[config.mk]
export PLATFORM = sky130hd
export DESIGN_NAME = width_resize_pipe
export DESIGN_NICKNAME = d
export VERILOG_FILES = /design/src/rtl/width_resize_pipe.sv
export SDC_FILE = /design/constraint.sdc
export NUM_CORES = 1
export LEC_CHECK = 0
export CAP_MARGIN = 15
export CELL_PAD_IN_SITES_DETAIL_PLACEMENT = 0
export CELL_PAD_IN_SITES_GLOBAL_PLACEMENT = 1
export CORE_UTILIZATION = 30
export CTS_CLUSTER_SIZE = 40
export DETAILED_ROUTE_END_ITERATION = 8
export HOLD_SLACK_MARGIN = 0.02
export PLACE_DENSITY_LB_ADDON = 0.15
export SYNTH_ARGS = -nofsm -noshare
export SYNTH_HDL_FRONTEND = slang
export SYNTH_SLANG_ARGS = --single-unit
[constraint.sdc]
create_clock -name clk -period 2 [get_ports clk]
set_input_delay 0.2 -clock clk [delete_from_list [all_inputs] [get_ports clk]]
set_output_delay 0.2 -clock clk [all_outputs]
set_load 0.03 [all_outputs]
[src/rtl/width_resize_pipe.sv]
`timescale 1ns/1ps
// Purpose : IN_W -> OUT_W width converter (truncate / sign-truncate / unsigned
//           saturate / signed saturate chosen per beat) feeding a DEPTH-entry
//           FIFO, with a per-beat overflow flag and a saturating overflow counter.
// Latency : 1 cycle into an empty buffer. A beat accepted at edge N is visible at
//           the head after edge N.
// Backpr. : in_ready = (occupancy < DEPTH). It depends only on registered state, so
//           out_ready never reaches in_ready combinationally. A pop from a full
//           buffer frees the slot for the following cycle, not the current one.
//
// Ports:
//   clk, reset          single clock, synchronous active-high reset
//   in_valid/in_ready   input handshake; in_data (IN_W) and in_mode (2) carry the beat
//   out_valid/out_ready output handshake; out_data (OUT_W) and out_ovf give the head
//                       entry. Both are forced to 0 while the buffer is empty.
//   clr_count           synchronous clear of ovf_count. It wins over an increment.
//   ovf_count (CNT_W)   accepted beats with ovf=1. The count saturates at all-ones.
module width_resize_pipe #(
    parameter int IN_W  = 32,
    parameter int OUT_W = 4,
    parameter int DEPTH = 2,
    parameter int CNT_W = 8
) (
    input  logic             clk,
    input  logic             reset,
    input  logic             in_valid,
    output logic             in_ready,
    input  logic [IN_W-1:0]  in_data,
    input  logic [1:0]       in_mode,
    output logic             out_valid,
    input  logic             out_ready,
    output logic [OUT_W-1:0] out_data,
    output logic             out_ovf,
    input  logic             clr_count,
    output logic [CNT_W-1:0] ovf_count
);

    localparam int PTR_W = (DEPTH > 1) ? $clog2(DEPTH) : 1;
    localparam int OCC_W = $clog2(DEPTH + 1);

    // Signed saturation limits in OUT_W bits: 100..0 and 011..1.
    localparam logic [OUT_W-1:0] SMIN    = OUT_W'(1) << (OUT_W - 1);
    localparam logic [OUT_W-1:0] SMAX    = ~SMIN;
    localparam logic [OUT_W-1:0] UMAX    = '1;
    localparam logic [CNT_W-1:0] CNT_MAX = '1;

    // ------------------------------------------------------------------
    // Conversion. It is evaluated on the incoming beat and stored with it.
    // ------------------------------------------------------------------
    logic [OUT_W-1:0] w_cv_dat;
    logic             w_cv_ovf;

    generate
        if (IN_W > OUT_W) begin : g_narrow
            localparam int D_W = IN_W - OUT_W;

            logic [D_W-1:0]   w_disc;
            logic [OUT_W-1:0] w_low;
            logic             w_any_disc;
            logic             w_not_sext;

            assign w_disc     = in_data[IN_W-1:OUT_W];
            assign w_low      = in_data[OUT_W-1:0];
            assign w_any_disc = |w_disc;
            // The value fits in OUT_W signed bits exactly when the discarded bits
            // all copy the new sign bit. The same test drives both signed modes.
            assign w_not_sext = (w_disc != {D_W{in_data[OUT_W-1]}});

            always_comb begin
                w_cv_dat = w_low;
                w_cv_ovf = 1'b0;
                case (in_mode)
                    2'b00: begin
                        w_cv_ovf = w_any_disc;
                    end
                    2'b01: begin
                        w_cv_ovf = w_not_sext;
                    end
                    2'b10: begin
                        if (w_any_disc) begin
                            w_cv_dat = UMAX;
                            w_cv_ovf = 1'b1;
                        end
                    end
                    default: begin
                        // Out of range. The input MSB tells which rail to clamp to.
                        if (w_not_sext) begin
                            w_cv_dat = in_data[IN_W-1] ? SMIN : SMAX;
                            w_cv_ovf = 1'b1;
                        end
                    end
                endcase
            end
        end else begin : g_wide
            // Widening or equal width cannot lose information.
            // in_mode[0] selects sign extension and in_mode[1] has no effect here.
            always_comb begin
                w_cv_ovf = 1'b0;
                w_cv_dat = in_mode[0] ? OUT_W'($signed(in_data)) : OUT_W'(in_data);
            end
        end
    endgenerate

    // ------------------------------------------------------------------
    // Output FIFO
    // ------------------------------------------------------------------
    logic [OUT_W-1:0] r_mem_dat [DEPTH];
    logic             r_mem_ovf [DEPTH];
    logic [PTR_W-1:0] r_wr_ptr;
    logic [PTR_W-1:0] r_rd_ptr;
    logic [OCC_W-1:0] r_occ;
    logic [CNT_W-1:0] r_cnt;

    logic w_push;
    logic w_pop;

    function automatic logic [PTR_W-1:0] f_ptr_inc(input logic [PTR_W-1:0] p);
        return (p == PTR_W'(DEPTH - 1)) ? '0 : p + PTR_W'(1);
    endfunction

    assign in_ready  = (r_occ < OCC_W'(DEPTH));
    assign out_valid = (r_occ != '0);
    assign w_push    = in_valid && in_ready && !reset;
    assign w_pop     = out_valid && out_ready && !reset;

    // The head is gated so that stale storage never shows on an idle output.
    assign out_data  = out_valid ? r_mem_dat[r_rd_ptr] : '0;
    assign out_ovf   = out_valid ? r_mem_ovf[r_rd_ptr] : 1'b0;
    assign ovf_count = r_cnt;

    always_ff @(posedge clk) begin
        if (reset) begin
            r_wr_ptr <= '0;
            r_rd_ptr <= '0;
            r_occ    <= '0;
            r_cnt    <= '0;
        end else begin
            if (w_push) begin
                r_wr_ptr <= f_ptr_inc(r_wr_ptr);
            end
            if (w_pop) begin
                r_rd_ptr <= f_ptr_inc(r_rd_ptr);
            end
            case ({w_push, w_pop})
                2'b10:   r_occ <= r_occ + OCC_W'(1);
                2'b01:   r_occ <= r_occ - OCC_W'(1);
                default: r_occ <= r_occ;
            endcase
            if (clr_count) begin
                r_cnt <= '0;
            end else if (w_push && w_cv_ovf && (r_cnt != CNT_MAX)) begin
                r_cnt <= r_cnt + CNT_W'(1);
            end
        end
    end

    // Storage needs no reset because the outputs are gated by out_valid.
    always_ff @(posedge clk) begin
        if (w_push) begin
            r_mem_dat[r_wr_ptr] <= w_cv_dat;
            r_mem_ovf[r_wr_ptr] <= w_cv_ovf;
        end
    end

endmodule

==> flow_metrics.env <==
export IMPL_status="complete, no violations"
export IMPL_numCtsBuffers=3
export IMPL_placed_cell_area_um2=1920
export IMPL_cp_slowest_cell="clkdlybuf4s50_1"
export IMPL_drive_gt1_frac=0.104
export IMPL_timing_rr_end="r_occ[1]"
export IMPL_io_pins=54
export IMPL_powerDensity_nw_per_um2=572
export IMPL_period_needed_ps=1820
export IMPL_cts_hold_buf=0
export IMPL_crit_arrival_ps=1840
export IMPL_crit_fanout=4
export IMPL_first_iter_violations=24
export IMPL_synth_area_per_cell_um2=9.18
export IMPL_antennaDiodeCount=0
export IMPL_gp_congestion=0.878
export IMPL_num_vias=1259
export IMPL_dp_cells=248
export IMPL_slowest_delay_ps=470
export IMPL_netlist_instances=138
export IMPL_vias_per_cell=5.00
export IMPL_clk_latency_ps=270
export IMPL_drc=0
export IMPL_worst_clock_skew_ps=4.91
export IMPL_io_buffers=53
export IMPL_drt_first_pass_iters=4
export IMPL_fin_setup_tns_ps=0
export IMPL_wl_per_cell_um=13.0
export IMPL_worstHoldEndpoint="ovf_count[1]"
export IMPL_antenna_found_initial=0
export IMPL_dieHeight_um=67.0
export IMPL_top_layer="met4"
export IMPL_post_cts_buffers=0
export IMPL_dieArea_um2=4480
export IMPL_grt_usage=0.167
export IMPL_syn_num_nets=179
export IMPL_start_kind="input port"
export IMPL_timing_rr_start="r_occ[1]"
export IMPL_final_cell_mix="clkdlybuf4s50_1, nor2_1, dfxtp_1"
export IMPL_cts_htree_levels=1
export IMPL_cp_required_ps=2010
export IMPL_instances_no_fill=252
export IMPL_grt_pass1_wl_um=5600
export IMPL_critPathTopFamily="simple AND/OR/NAND/NOR gates"
export IMPL_areaGrowthSynthToFinish_pct=55.9
export IMPL_rr_worst_depth=7
export IMPL_start_util=0.314
export IMPL_clk_path_buf_depth=2
export IMPL_layout_commonest_cell="clkdlybuf4s50_1"
export IMPL_cts_sinks=23
export IMPL_slew_headroom=0.741
export IMPL_grt_max_degree=14
export IMPL_die_w_um=67.0
export IMPL_routed_wl_um=3290
export IMPL_ir_drop_v=0.000352
export IMPL_tightest_slew_ps=388
export IMPL_fin_area_um2=1970
export IMPL_yosysWarnings=0
export IMPL_worstHoldStart="ovf_count[1]"
export IMPL_period_share=0.912
export IMPL_min_path_type="reg -> reg"
export IMPL_crit_type="in -> reg"
export IMPL_hold_slack_ps=505
export IMPL_cts_resized=0
export IMPL_ant_nets=0
export IMPL_cts_reportedPaths_clkPinSlew_ps=80
export IMPL_cellLeakagePower_nw=0.755
export IMPL_end_kind="flop"
export IMPL_grt_pass1_vias=1261
export IMPL_ys_types=37
export IMPL_cap_violations=0
export IMPL_clockRootBuffer="clkbuf_8"
export IMPL_rows=23
export IMPL_syn_area_um2=1270
export IMPL_fillers=406
export IMPL_ys_seq_area_frac=0.443
export IMPL_path_cells="clkdlybuf4s50_1 -> nor4_1 -> nand4_1 -> or2_2 -> nand3_1 -> a21oi_1"
export IMPL_hold_depth=2
export IMPL_wl_met3_um=99
export IMPL_cts_tree="done"
export IMPL_coreArea_um2=4030
export IMPL_layout_nets=244
export IMPL_ys_ff_latch=23
export IMPL_dp_hpwl_um=2760
export IMPL_setup_viol=0
export IMPL_hold_viol=0
export IMPL_drv_slew=0
export IMPL_overflow=0
export IMPL_ff2ff_setup_slack_ps=230
export IMPL_rsz0062_at_grt="false"
export IMPL_cp_buffers_inverters=1
export IMPL_wl_met2_um=1750
export IMPL_met1_length_um=1410
export IMPL_max_freq_ghz=0.548
==> layer usage <==
layer | vias up | GRT usage
met5 | - | 0
met1 | 578 | 0.181
met2 | 20 | 0.319
met3 | 4 | 0.0342
li1 | 657 | -
met4 | 0 | 0.0479
==> registers in the layout (all words and copies together), names as in the netlist, named ones only <==
name and count:
ovf_count 8, r_mem_dat 8, r_mem_ovf 2, r_occ 2, r_rd_ptr 1, r_wr_ptr 1
==> worst max path at each step <==
stage	start	to	slack, ps	cells after the start
finish	in_data[31]	r_mem_dat[1][1]	180	6
global route	in_data[31]	ovf_count[6]	40	8
CTS	r_occ[1]	out_data[3]	30	4
detailed placement	in_data[31]	r_mem_dat[0][2]	-80	6
global placement	in_data[31]	r_mem_dat[1][2]	-80	6
floorplan	r_occ[1]	r_occ[1]	70	7
==> cell families (layout without fill, tap and decap cells) <==
kind of cell	Yosys count	after routing	synth area share
compound gates	21	21	0.103
mux	8	8	0.0632
fa+ha+maj	2	2	0.0198
flops	23	23	0.443
simple gates	69	69	0.305
xor+xnor	4	4	0.0277
buf+inv	11	75	0.0385
==> cells in the mapped netlist, drive strengths merged <==
cell type	instances	area share
a22oi	1	0.0059
nand4	9	0.044
and4	1	0.0069
mux2i	8	0.063
inv	8	0.024
or4	2	0.012
dfxtp	13	0.21
nand3	6	0.024
edfxtp	10	0.24
nor4	10	0.049
a21oi	8	0.032
nor3	1	0.0039
o31ai	2	0.012
nor3b	2	0.021
and4b	1	0.0089
nor4b	1	0.0069
a311oi	1	0.0069
buf	2	0.012
clkbuf	1	0.0030
and3	1	0.0049
o21ai	4	0.016
xnor2	2	0.014
a31oi	2	0.0099
a311o	1	0.0079
a211oi	1	0.0059
ha	2	0.020
and2	3	0.016
xor2	2	0.014
nor2	16	0.047
nand2	10	0.030
or3	4	0.021
or2	2	0.0099
a41oi	1	0.0069
==> layout make-up <==
type,count,area (µm²),share of cell area
inverters,8,30.0,0.0152
multi-input cells,104,657,0.333
clock inverters,1,5.00,0.00253
clock buffers,3,41.3,0.0209
well taps,50,62.6,0.0317
repair buffers,63,618,0.313
flip-flops and latches,23,561,0.284
==> report_power, final <==
| part | internal, W | switching [W] |
|---|---|---|
| registers | 0.000514 | 0.0000193 |
| logic | 0.000163 | 0.000145 |
| clock network | 0.000139 | 0.000149 |
==> stage by stage <==
step	worst slack [ps]	total power [W]	util
5_1_grt	35.3	0.00119	0.490
4_1_cts	25.3	0.00115	0.487
3_3_place_gp	-79.3	0.000850	0.475
6_report	176	0.00113	0.490
3_5_place_dp	-78.0	0.000858	0.475
2_1_floorplan	68.8	0.000688	-
==> worst register-to-register path, delay by kind of cell (launching register included) <==
| kind | cells | cell delay [ps] |
|---|---|---|
| adder cells (fa/ha/maj) | 1 | 290 |
| buffers and inverters | 1 | 70 |
| AND/OR/NAND/NOR | 4 | 810 |
| flip-flops | 1 | 380 |
| AO/OA/AOI/OAI | 1 | 150 |
Power figures use the tool's default switching activity.
